--- src/rtl/display_scan_controller.sv ---
// rtl/display_scan_controller.sv - four-digit seven-segment scan scheduler with guard gaps
module display_scan_controller #(
    parameter int TICK_DIV     = 50000,
    parameter int BLANK_CYCLES = 16
) (
    input  logic        clk,
    input  logic        reset,
    input  logic        enable,
    input  logic [15:0] digits,
    input  logic [3:0]  dp_mask,
    input  logic        lz_blank,
    output logic [3:0]  digit_sel,
    output logic [3:0]  bcd_out,
    output logic        dp_out,
    output logic        seg_blank,
    output logic        frame_done
);
    localparam int MAX_TB  = (TICK_DIV > BLANK_CYCLES) ? TICK_DIV : BLANK_CYCLES;
    localparam int MAX_ALL = (MAX_TB > 2) ? MAX_TB : 2;
    localparam int CW      = $clog2(MAX_ALL);

    localparam logic [CW-1:0] TICK_LAST  = CW'(TICK_DIV - 1);
    localparam logic [CW-1:0] BLANK_LAST = CW'((BLANK_CYCLES > 0) ? BLANK_CYCLES - 1 : 0);
    localparam bit            HAS_GAP    = (BLANK_CYCLES > 0);

    localparam logic [1:0] S_IDLE = 2'd0;
    localparam logic [1:0] S_LOAD = 2'd1;
    localparam logic [1:0] S_SHOW = 2'd2;
    localparam logic [1:0] S_GAP  = 2'd3;

    logic [1:0]    state, state_n;
    logic [1:0]    idx, idx_n;
    logic [CW-1:0] cnt, cnt_n;
    logic [15:0]   shadow, shadow_n;
    logic [3:0]    dp_shadow, dp_shadow_n;
    logic          slot_end;

    logic [3:0]    nib_n;
    logic          dp_bit_n;
    logic          upper_zero_n;
    logic          lz_hit_n;
    logic          last_cycle_n;

    // Next-state: dwell/guard counting, slot advance and frame wrap
    always_comb begin
        state_n     = state;
        idx_n       = idx;
        cnt_n       = cnt;
        shadow_n    = shadow;
        dp_shadow_n = dp_shadow;
        slot_end    = 1'b0;
        case (state)
            S_IDLE: begin
                if (enable) state_n = S_LOAD;
            end
            S_LOAD: begin
                shadow_n    = digits;
                dp_shadow_n = dp_mask;
                idx_n       = 2'd0;
                cnt_n       = '0;
                state_n     = S_SHOW;
            end
            S_SHOW: begin
                if (cnt == TICK_LAST) begin
                    cnt_n = '0;
                    if (HAS_GAP) state_n = S_GAP;
                    else         slot_end = 1'b1;
                end else begin
                    cnt_n = cnt + CW'(1);
                end
            end
            S_GAP: begin
                if (cnt == BLANK_LAST) begin
                    cnt_n    = '0;
                    slot_end = 1'b1;
                end else begin
                    cnt_n = cnt + CW'(1);
                end
            end
        endcase
        if (slot_end) begin
            if (idx != 2'd3) begin
                idx_n   = idx + 2'd1;
                state_n = S_SHOW;
            end else begin
                idx_n   = 2'd0;
                state_n = enable ? S_LOAD : S_IDLE;
            end
        end
    end

    // Output decode from the next state so the registered outputs line up with the state
    always_comb begin
        nib_n    = shadow_n[{idx_n, 2'b00} +: 4];
        dp_bit_n = dp_shadow_n[idx_n];
        case (idx_n)
            2'd1:    upper_zero_n = (shadow_n[15:4] == 12'd0);
            2'd2:    upper_zero_n = (shadow_n[15:8] == 8'd0);
            2'd3:    upper_zero_n = (shadow_n[15:12] == 4'd0);
            default: upper_zero_n = 1'b0;
        endcase
        lz_hit_n     = lz_blank & upper_zero_n & ~dp_bit_n;
        last_cycle_n = (idx_n == 2'd3) &&
                       (HAS_GAP ? ((state_n == S_GAP) && (cnt_n == BLANK_LAST))
                                : ((state_n == S_SHOW) && (cnt_n == TICK_LAST)));
    end

    // State, shadow and registered output update
    always_ff @(posedge clk) begin
        if (reset) begin
            state      <= S_IDLE;
            idx        <= 2'd0;
            cnt        <= '0;
            shadow     <= '0;
            dp_shadow  <= '0;
            digit_sel  <= 4'b0000;
            bcd_out    <= 4'b0000;
            dp_out     <= 1'b0;
            seg_blank  <= 1'b1;
            frame_done <= 1'b0;
        end else begin
            state      <= state_n;
            idx        <= idx_n;
            cnt        <= cnt_n;
            shadow     <= shadow_n;
            dp_shadow  <= dp_shadow_n;
            frame_done <= last_cycle_n;
            if (state_n == S_SHOW) begin
                digit_sel <= 4'b0001 << idx_n;
                bcd_out   <= nib_n;
                dp_out    <= dp_bit_n;
                seg_blank <= (nib_n > 4'd9) | lz_hit_n;
            end else begin
                digit_sel <= 4'b0000;
                bcd_out   <= 4'b0000;
                dp_out    <= 1'b0;
                seg_blank <= 1'b1;
            end
        end
    end
endmodule

--- config.mk ---
export PLATFORM = sky130hd
export DESIGN_NAME = display_scan_controller
export DESIGN_NICKNAME = d
export VERILOG_FILES = /design/src/rtl/display_scan_controller.sv
export SDC_FILE = /design/constraint.sdc
export NUM_CORES = 1
export LEC_CHECK = 0
export ABC_AREA = 1
export ABC_CLOCK_PERIOD_IN_PS = 2400
export CORE_ASPECT_RATIO = 0.7
export CORE_UTILIZATION = 55
export CTS_CLUSTER_DIAMETER = 80
export DETAILED_ROUTE_END_ITERATION = 10
export PLACE_DENSITY = 0.8
export SLEW_MARGIN = 15
export SYNTH_ARGS = -nofsm -noshare
export SYNTH_HDL_FRONTEND = slang
export SYNTH_SLANG_ARGS = --single-unit
--- constraint.sdc ---
create_clock -name clk -period 2.4 [get_ports clk]
set_input_delay 0.48 -clock clk [delete_from_list [all_inputs] [get_ports clk]]
set_output_delay 0.48 -clock clk [all_outputs]
set_load 0.02 [all_outputs]
==> results.cfg, run 1 <==
[timing]
worst_pin_slew_ns = 0.4201
maxSlewViolCount = 0
finalSetupTns_ns = 0
rsz0062_at_grt = false
skew_ns = 0.006850
fin_crit_ns = 2.176
whs_ns = 0.5252
fin_crit_sh = 0.9067
finalSetupViolCount = 0
max-slew-margin-rel = 0.7193
fmax_mhz = 459.6
hold_viol_final = 0

[floorplanning]
fp.dieH_um = 60.43
rows = 20
fp.dieW_um = 85.47
core_area_mm2 = 0.004504
initial_core_util = 0.5956
io_pins = 35
fp.dieArea_mm2 = 0.005165

[synth]
synth-seq-cells = 51
ys_warn_count = 0
avgSynthCellArea_um2 = 6.342
netlist.area_leader.share = 0.3806
syn_inst = 423
ys_top_cells_by_area = dfxtp_1 (38%), nand2_1 (16%), nor2_1 (12%)
yosysUniqueCellTypes = 30
synthesis.nets = 449
synth_area_mm2 = 0.002683
netlist.top_cell.by_area = dfxtp_1
synth_seq_area_share = 0.3806

[critical_path]
path_class = reg2reg
r2r_slack_ns = 0.22
crit_arrival_ns = 2.39
rr_worst_depth = 12
cp_max_fo = 11
r2r-start = cnt[0]$_SDFF_PP0_
critPathRequiredTime_ns = 2.61
end_kind = register
start_kind = register
rr_endpoint = seg_blank$_SDFF_PP1_

[power]
switching_power_mw = 0.5310
ir_worst_vdd_mv = 0.4664
intPower_mw = 1.339
power_frac_comb = 0.192
switching_share = 0.2840
clkPwrFrac = 0.320
pwr-share-seq = 0.489
leakage_nw = 1.562
cellPowerDensity_mw_per_mm2 = 591.1

[min_path]
hp-start = dp_shadow[3]$_SDFF_PP0_
whs_endpoint = dp_shadow[3]$_SDFF_PP0_
hp-class = reg2reg
hold_path_depth = 2

[global_routing]
grt_max_degree = 22
grt_pass1_vias = 2268
grt_usage = 0.2762
grt_overflow = 0
grt_pass1_wl_um = 10870
antenna_found_initial = 0

[placed_design]
portBuffers = 34
dp_hpwl_um = 5001
gp_congestion = 0.9688

[clocking]
path_clk_slew_ns = 0.10
clk_path_buf_depth = 2
cts_made_buffers = 5
cts.sinks = 51
clock_latency_ns = 0.31
cts_max_level = 2
clockRootBuffer = clkbuf_8
ctsHoldBuffers = 0
cts_setup_buffers = 0
cts_tree = done

[route]
drc_errors = 0
drt-total-wl_um = 6620
drtIter0Drc = 267
drt-vias-per-instance = 5.216
routed-via-count = 2676
met2WireLength_um = 2585
wl_met3_um = 523
highest_layer = met4
first_pass_iters = 5
wl_per_cell_um = 12.90
detail-route-antenna-nets = 0
wl_met1_um = 3445

[run_status]
status = completed

[final_layout]
layout_commonest_cell = nand2_1
nets = 484
diodes = 0
drive_gt1_frac = 0.06769
final_cell_mix = nand2_1 (115), nor2_1 (84), inv_1 (58)
synthToLayoutAreaGrowth_pct = 17.91

[run]
maxCapViolations = 0
through the flow:
stage                       util  power [mW]  instances  setup slack [ns]  area, um^2
after global routing      0.7022       1.961        513           0.05588        3163
after floorplan                -       1.171        423            0.7128        2683
after global placement    0.6775       1.274        506            0.3539        3052
final                     0.7022       1.870        513            0.2240        3163
after detailed placement  0.6775       1.283        506            0.2760        3052
after CTS                 0.7011       1.871        513            0.2644        3158
power groups by stage:
stage               registers, mW  logic [mW]  clock network (mW)
global route                0.919       0.398               0.645
CTS                         0.913       0.353               0.605
detailed placement          0.933       0.349                   0
global placement            0.930       0.344                   0
floorplan                   0.937       0.233                   0
finish                      0.913       0.359               0.598
flip-flops by register name, summed over array words and instances (netlist names):
register,cells
shadow,16
idx,2
bcd_out,4
seg_blank,1
dp_shadow,4
state,2
frame_done,1
digit_sel,4
cnt,16
dp_out,1
cell usage after synthesis:
| library cell | n |
|---|---|
| buf_6 | 3 |
| nand3b_1 | 6 |
| buf_4 | 1 |
| inv_2 | 3 |
| o21ai_1 | 12 |
| o21a_1 | 2 |
| o211ai_1 | 1 |
| or2_2 | 5 |
| nand2_2 | 3 |
| clkbuf_1 | 2 |
| or2_1 | 1 |
| nand4_1 | 10 |
| xor2_1 | 2 |
| inv_1 | 58 |
| nor2_4 | 1 |
| buf_1 | 1 |
| ha_1 | 2 |
| nor2_2 | 5 |
| nand3_2 | 2 |
| o21bai_1 | 1 |
| buf_2 | 2 |
| or2_0 | 1 |
| a21oi_1 | 6 |
| nor3_1 | 10 |
| nand3_1 | 22 |
| mux2i_1 | 3 |
| nand2_1 | 116 |
| dfxtp_1 | 51 |
| nor2_1 | 85 |
| o21ai_0 | 6 |
worst max-delay path, stage by stage, from the launching register on:
cell	delay, ns
dfxtp_1	0.39
ha_1	0.24
nand3_2	0.14
nor2_4	0.19
nand3_2	0.12
nand2_1	0.08
nand2_1	0.25
nand3b_1	0.19
nand2_1	0.10
nor2_1	0.19
nand2_1	0.08
nand2_1	0.07
nand2_1	0.05
worst max-delay path by stage:
| stage | slack, ns | start | cells after the start | endpoint |
|---|---|---|---|---|
| after floorplan | 0.71 | cnt[0]$_SDFF_PP0_ | 13 | seg_blank$_SDFF_PP1_ |
| after global placement | 0.35 | state[1]$_SDFF_PP0_ | 13 | seg_blank$_SDFF_PP1_ |
| after detailed placement | 0.28 | cnt[0]$_SDFF_PP0_ | 12 | seg_blank$_SDFF_PP1_ |
| after CTS | 0.26 | cnt[0]$_SDFF_PP0_ | 12 | seg_blank$_SDFF_PP1_ |
| after global routing | 0.06 | cnt[1]$_SDFF_PP0_ | 12 | seg_blank$_SDFF_PP1_ |
| final | 0.22 | cnt[0]$_SDFF_PP0_ | 12 | seg_blank$_SDFF_PP1_ |
timing repair:
action | 4_1_cts | 5_1_grt
resized for setup | 0 | 2
endpoints found under the setup margin | 0 | 1
endpoints found under the hold margin | 0 | 0
final cells by class:
class | count | area, um^2
Clock buffer | 5 | 68.82
Clock inverter | 2 | 37.54
Tap cell | 55 | 68.82
Sequential cell | 51 | 1021
Timing Repair Buffer | 37 | 362.8
Inverter | 61 | 229.0
Fill cell | 390 | 1341
Multi-Input combinational cell | 302 | 1375
routing by layer:
layer  GRT usage  up-vias
met1      0.4343     1183
met4     0.07619        0
met5           0        -
li1            -     1374
met2      0.3771      109
met3     0.05442       10
cells by family (layout without fill, tap and decap cells):
logic type | after synthesis | in the layout | synth area share
fa+ha+maj | 2 | 2 | 0.009327
simple gates | 267 | 267 | 0.4277
xor+xnor | 2 | 2 | 0.006531
compound gates | 28 | 28 | 0.05597
buf+inv | 70 | 105 | 0.1087
mux | 3 | 3 | 0.01119
flops | 51 | 51 | 0.3806
Note: power is estimated with default switching activity, not from simulation.
==> run 2, diff against run 1 <==
--- a/config.mk
+++ b/config.mk
@@ -8,10 +8,12 @@
 export ABC_AREA = 1
 export ABC_CLOCK_PERIOD_IN_PS = 2400
 export CORE_ASPECT_RATIO = 0.7
-export CORE_UTILIZATION = 55
+export CORE_UTILIZATION = 57
+export CTS_BUF_LIST = sky130_fd_sc_hd__clkbuf_2 sky130_fd_sc_hd__clkbuf_4 sky130_fd_sc_hd__clkbuf_8
 export CTS_CLUSTER_DIAMETER = 80
+export CTS_CLUSTER_SIZE = 30
 export DETAILED_ROUTE_END_ITERATION = 10
-export PLACE_DENSITY = 0.8
+export PLACE_DENSITY = 0.82
 export SLEW_MARGIN = 15
 export SYNTH_ARGS = -nofsm -noshare
 export SYNTH_HDL_FRONTEND = slang
==> run 2 against run 1 <==
Die area shrank 3.4%. Maximum frequency up 2.8%. Highest routed layer unchanged. The flow now finishes with violations (DRC). Sequential power barely moved. Largest power group unchanged. Via count shrank 1.4%. Flip-flop and latch count is the same. Critical path type unchanged. Register-to-register slack improved by 0.06 ns. Count of clock-buffer cells in the layout increased by 2.
==> results.cfg, run 2 (synthesized netlist as in run 1, its figures left out) <==
[clocking]
clock_latency_ns = 0.31
clk_path_buf_depth = 2
path_clk_slew_ns = 0.09
cts_made_buffers = 5
cts_tree = done
ctsResizeCount = 0
cts.sinks = 51
cts_max_level = 2
ctsHoldBuffers = 0
clockRootBuffer = clkbuf_8
cts_setup_buffers = 0

[timing]
hold_viol_final = 0
worst_pin_slew_ns = 0.3796
maxSlewViolCount = 0
fmax_mhz = 472.4
rsz0062_at_grt = false
max-slew-margin-rel = 0.7463
finalSetupTns_ns = 0
fin_crit_sh = 0.8820
finalSetupViolCount = 0
fin_crit_ns = 2.117
skew_ns = 0.01081

[placed_design]
portBuffers = 34
place_area_mm2 = 0.003057
dp.cells = 505
dp_hpwl_um = 4820
gp_congestion = 0.9411

[power]
power_frac_comb = 0.199
switching_power_mw = 0.5205
leakage_nw = 1.564
intPower_mw = 1.300
cellPowerDensity_mw_per_mm2 = 575.9
clkPwrFrac = 0.299
switching_share = 0.2860
pwr-share-seq = 0.502
ir_worst_vdd_mv = 0.4145

[route]
drc_errors = 8
drtIter0Drc = 376
routed-via-count = 2638
first_pass_iters = 8
drt-total-wl_um = 6364
detail-route-antenna-nets = 0
wl_per_cell_um = 12.41
drt-vias-per-instance = 5.142

[global_routing]
grt_overflow = 0
grt_pass1_vias = 2200
busiest_layer = met1
grt_max_degree = 31
grt_pass1_wl_um = 10270
met1_usage = 0.4171
met2_usage = 0.3759
antenna_found_initial = 0
grt_usage = 0.2715
met3_usage = 0.05571

[min_path]
hold_path_depth = 2
hp-class = reg2reg
hp-start = shadow[3]$_SDFF_PP0_
whs_endpoint = shadow[3]$_SDFF_PP0_

[critical_path]
rr_endpoint = seg_blank$_SDFF_PP1_
r2r-start = cnt[0]$_SDFF_PP0_
critPathRequiredTime_ns = 2.60
end_kind = register
crit_arrival_ns = 2.32
rr_worst_depth = 12
r2r_slack_ns = 0.28
path_class = reg2reg
start_kind = register
cp_max_fo = 11

[floorplanning]
rows = 20
initial_core_util = 0.6056
fp.dieArea_mm2 = 0.004989
io_pins = 35
fp.dieH_um = 59.40
core_area_mm2 = 0.004429
fp.dieW_um = 84.00

[final_layout]
final_cell_mix = nand2_1 (116), nor2_1 (85), inv_1 (58)
finish.instance_area_mm2 = 0.003161
drive_gt1_frac = 0.06332
nets = 483
stdcell_count = 513
layout_commonest_cell = nand2_1
diodes = 0
synthToLayoutAreaGrowth_pct = 17.82
top_regs = cnt (16), shadow (16)

[run_status]
status = finished, violations left
violations = DRC

[run]
maxCapViolations = 0
==> run 2: cell types whose count changed in the layout (fill, tap and decap cells not counted), sizes merged <==
cell	delta
clkbuf	+2
bufinv	-1
buf	-1
==> run 2: per-layer routing <==
layer | vias up | routed length, um
met4 | 0 | 84
li1 | 1375 | -
met1 | 1128 | 3284
met5 | - | 0
met2 | 126 | 2403
met3 | 9 | 591
==> run 2: critical path, stage by stage (launching register included) <==
cell	delay [ns]
dfxtp_1	0.38
ha_1	0.23
nand3_2	0.14
nor2_4	0.19
nand3_2	0.11
nand2_1	0.07
nand2_1	0.23
nor2_1	0.29
nand2_1	0.09
nand2_1	0.09
nor2_1	0.06
nand2_1	0.08
nand2_1	0.06
==> run 2: layout make-up <==
class,instances,area [um^2]
inverters,61,229.0
multi-input cells,302,1370
repair buffers,36,367.9
clock inverters,1,7.507
well taps,55,68.82
clock buffers,7,96.34
fillers,365,1269
flip-flops and latches,51,1021
==> run 2: through the flow <==
| step | hold WS (ns) | worst slack (ns) | total power [mW] | utilization |
|---|---|---|---|---|
| floorplan | 0.4600 | 0.7128 | 1.171 | - |
| global placement | 0.5016 | 0.4543 | 1.277 | 0.6901 |
| detailed placement | 0.5107 | 0.3064 | 1.286 | 0.6901 |
| CTS | 0.5324 | 0.2894 | 1.823 | 0.7136 |
| global route | 0.5796 | 0.05353 | 1.905 | 0.7136 |
| finish | 0.5308 | 0.2832 | 1.820 | 0.7136 |
==> run 2: how the worst max path moves through the flow <==
stage | startpoint | to | cells after the start
after floorplan | cnt[0]$_SDFF_PP0_ | seg_blank$_SDFF_PP1_ | 13
after global placement | cnt[0]$_SDFF_PP0_ | bcd_out[0]$_SDFF_PP0_ | 11
after detailed placement | cnt[0]$_SDFF_PP0_ | seg_blank$_SDFF_PP1_ | 12
after CTS | cnt[0]$_SDFF_PP0_ | seg_blank$_SDFF_PP1_ | 12
after global routing | cnt[0]$_SDFF_PP0_ | seg_blank$_SDFF_PP1_ | 12
final | cnt[0]$_SDFF_PP0_ | seg_blank$_SDFF_PP1_ | 12
==> run 2: power by group through the flow <==
stage / sequential (mW) / combinational [mW] / clock, mW
CTS: 0.913 / 0.357 / 0.553
global placement: 0.931 / 0.346 / 0
global route: 0.918 / 0.400 / 0.587
floorplan: 0.937 / 0.233 / 0
finish: 0.913 / 0.362 / 0.545
detailed placement: 0.933 / 0.354 / 0
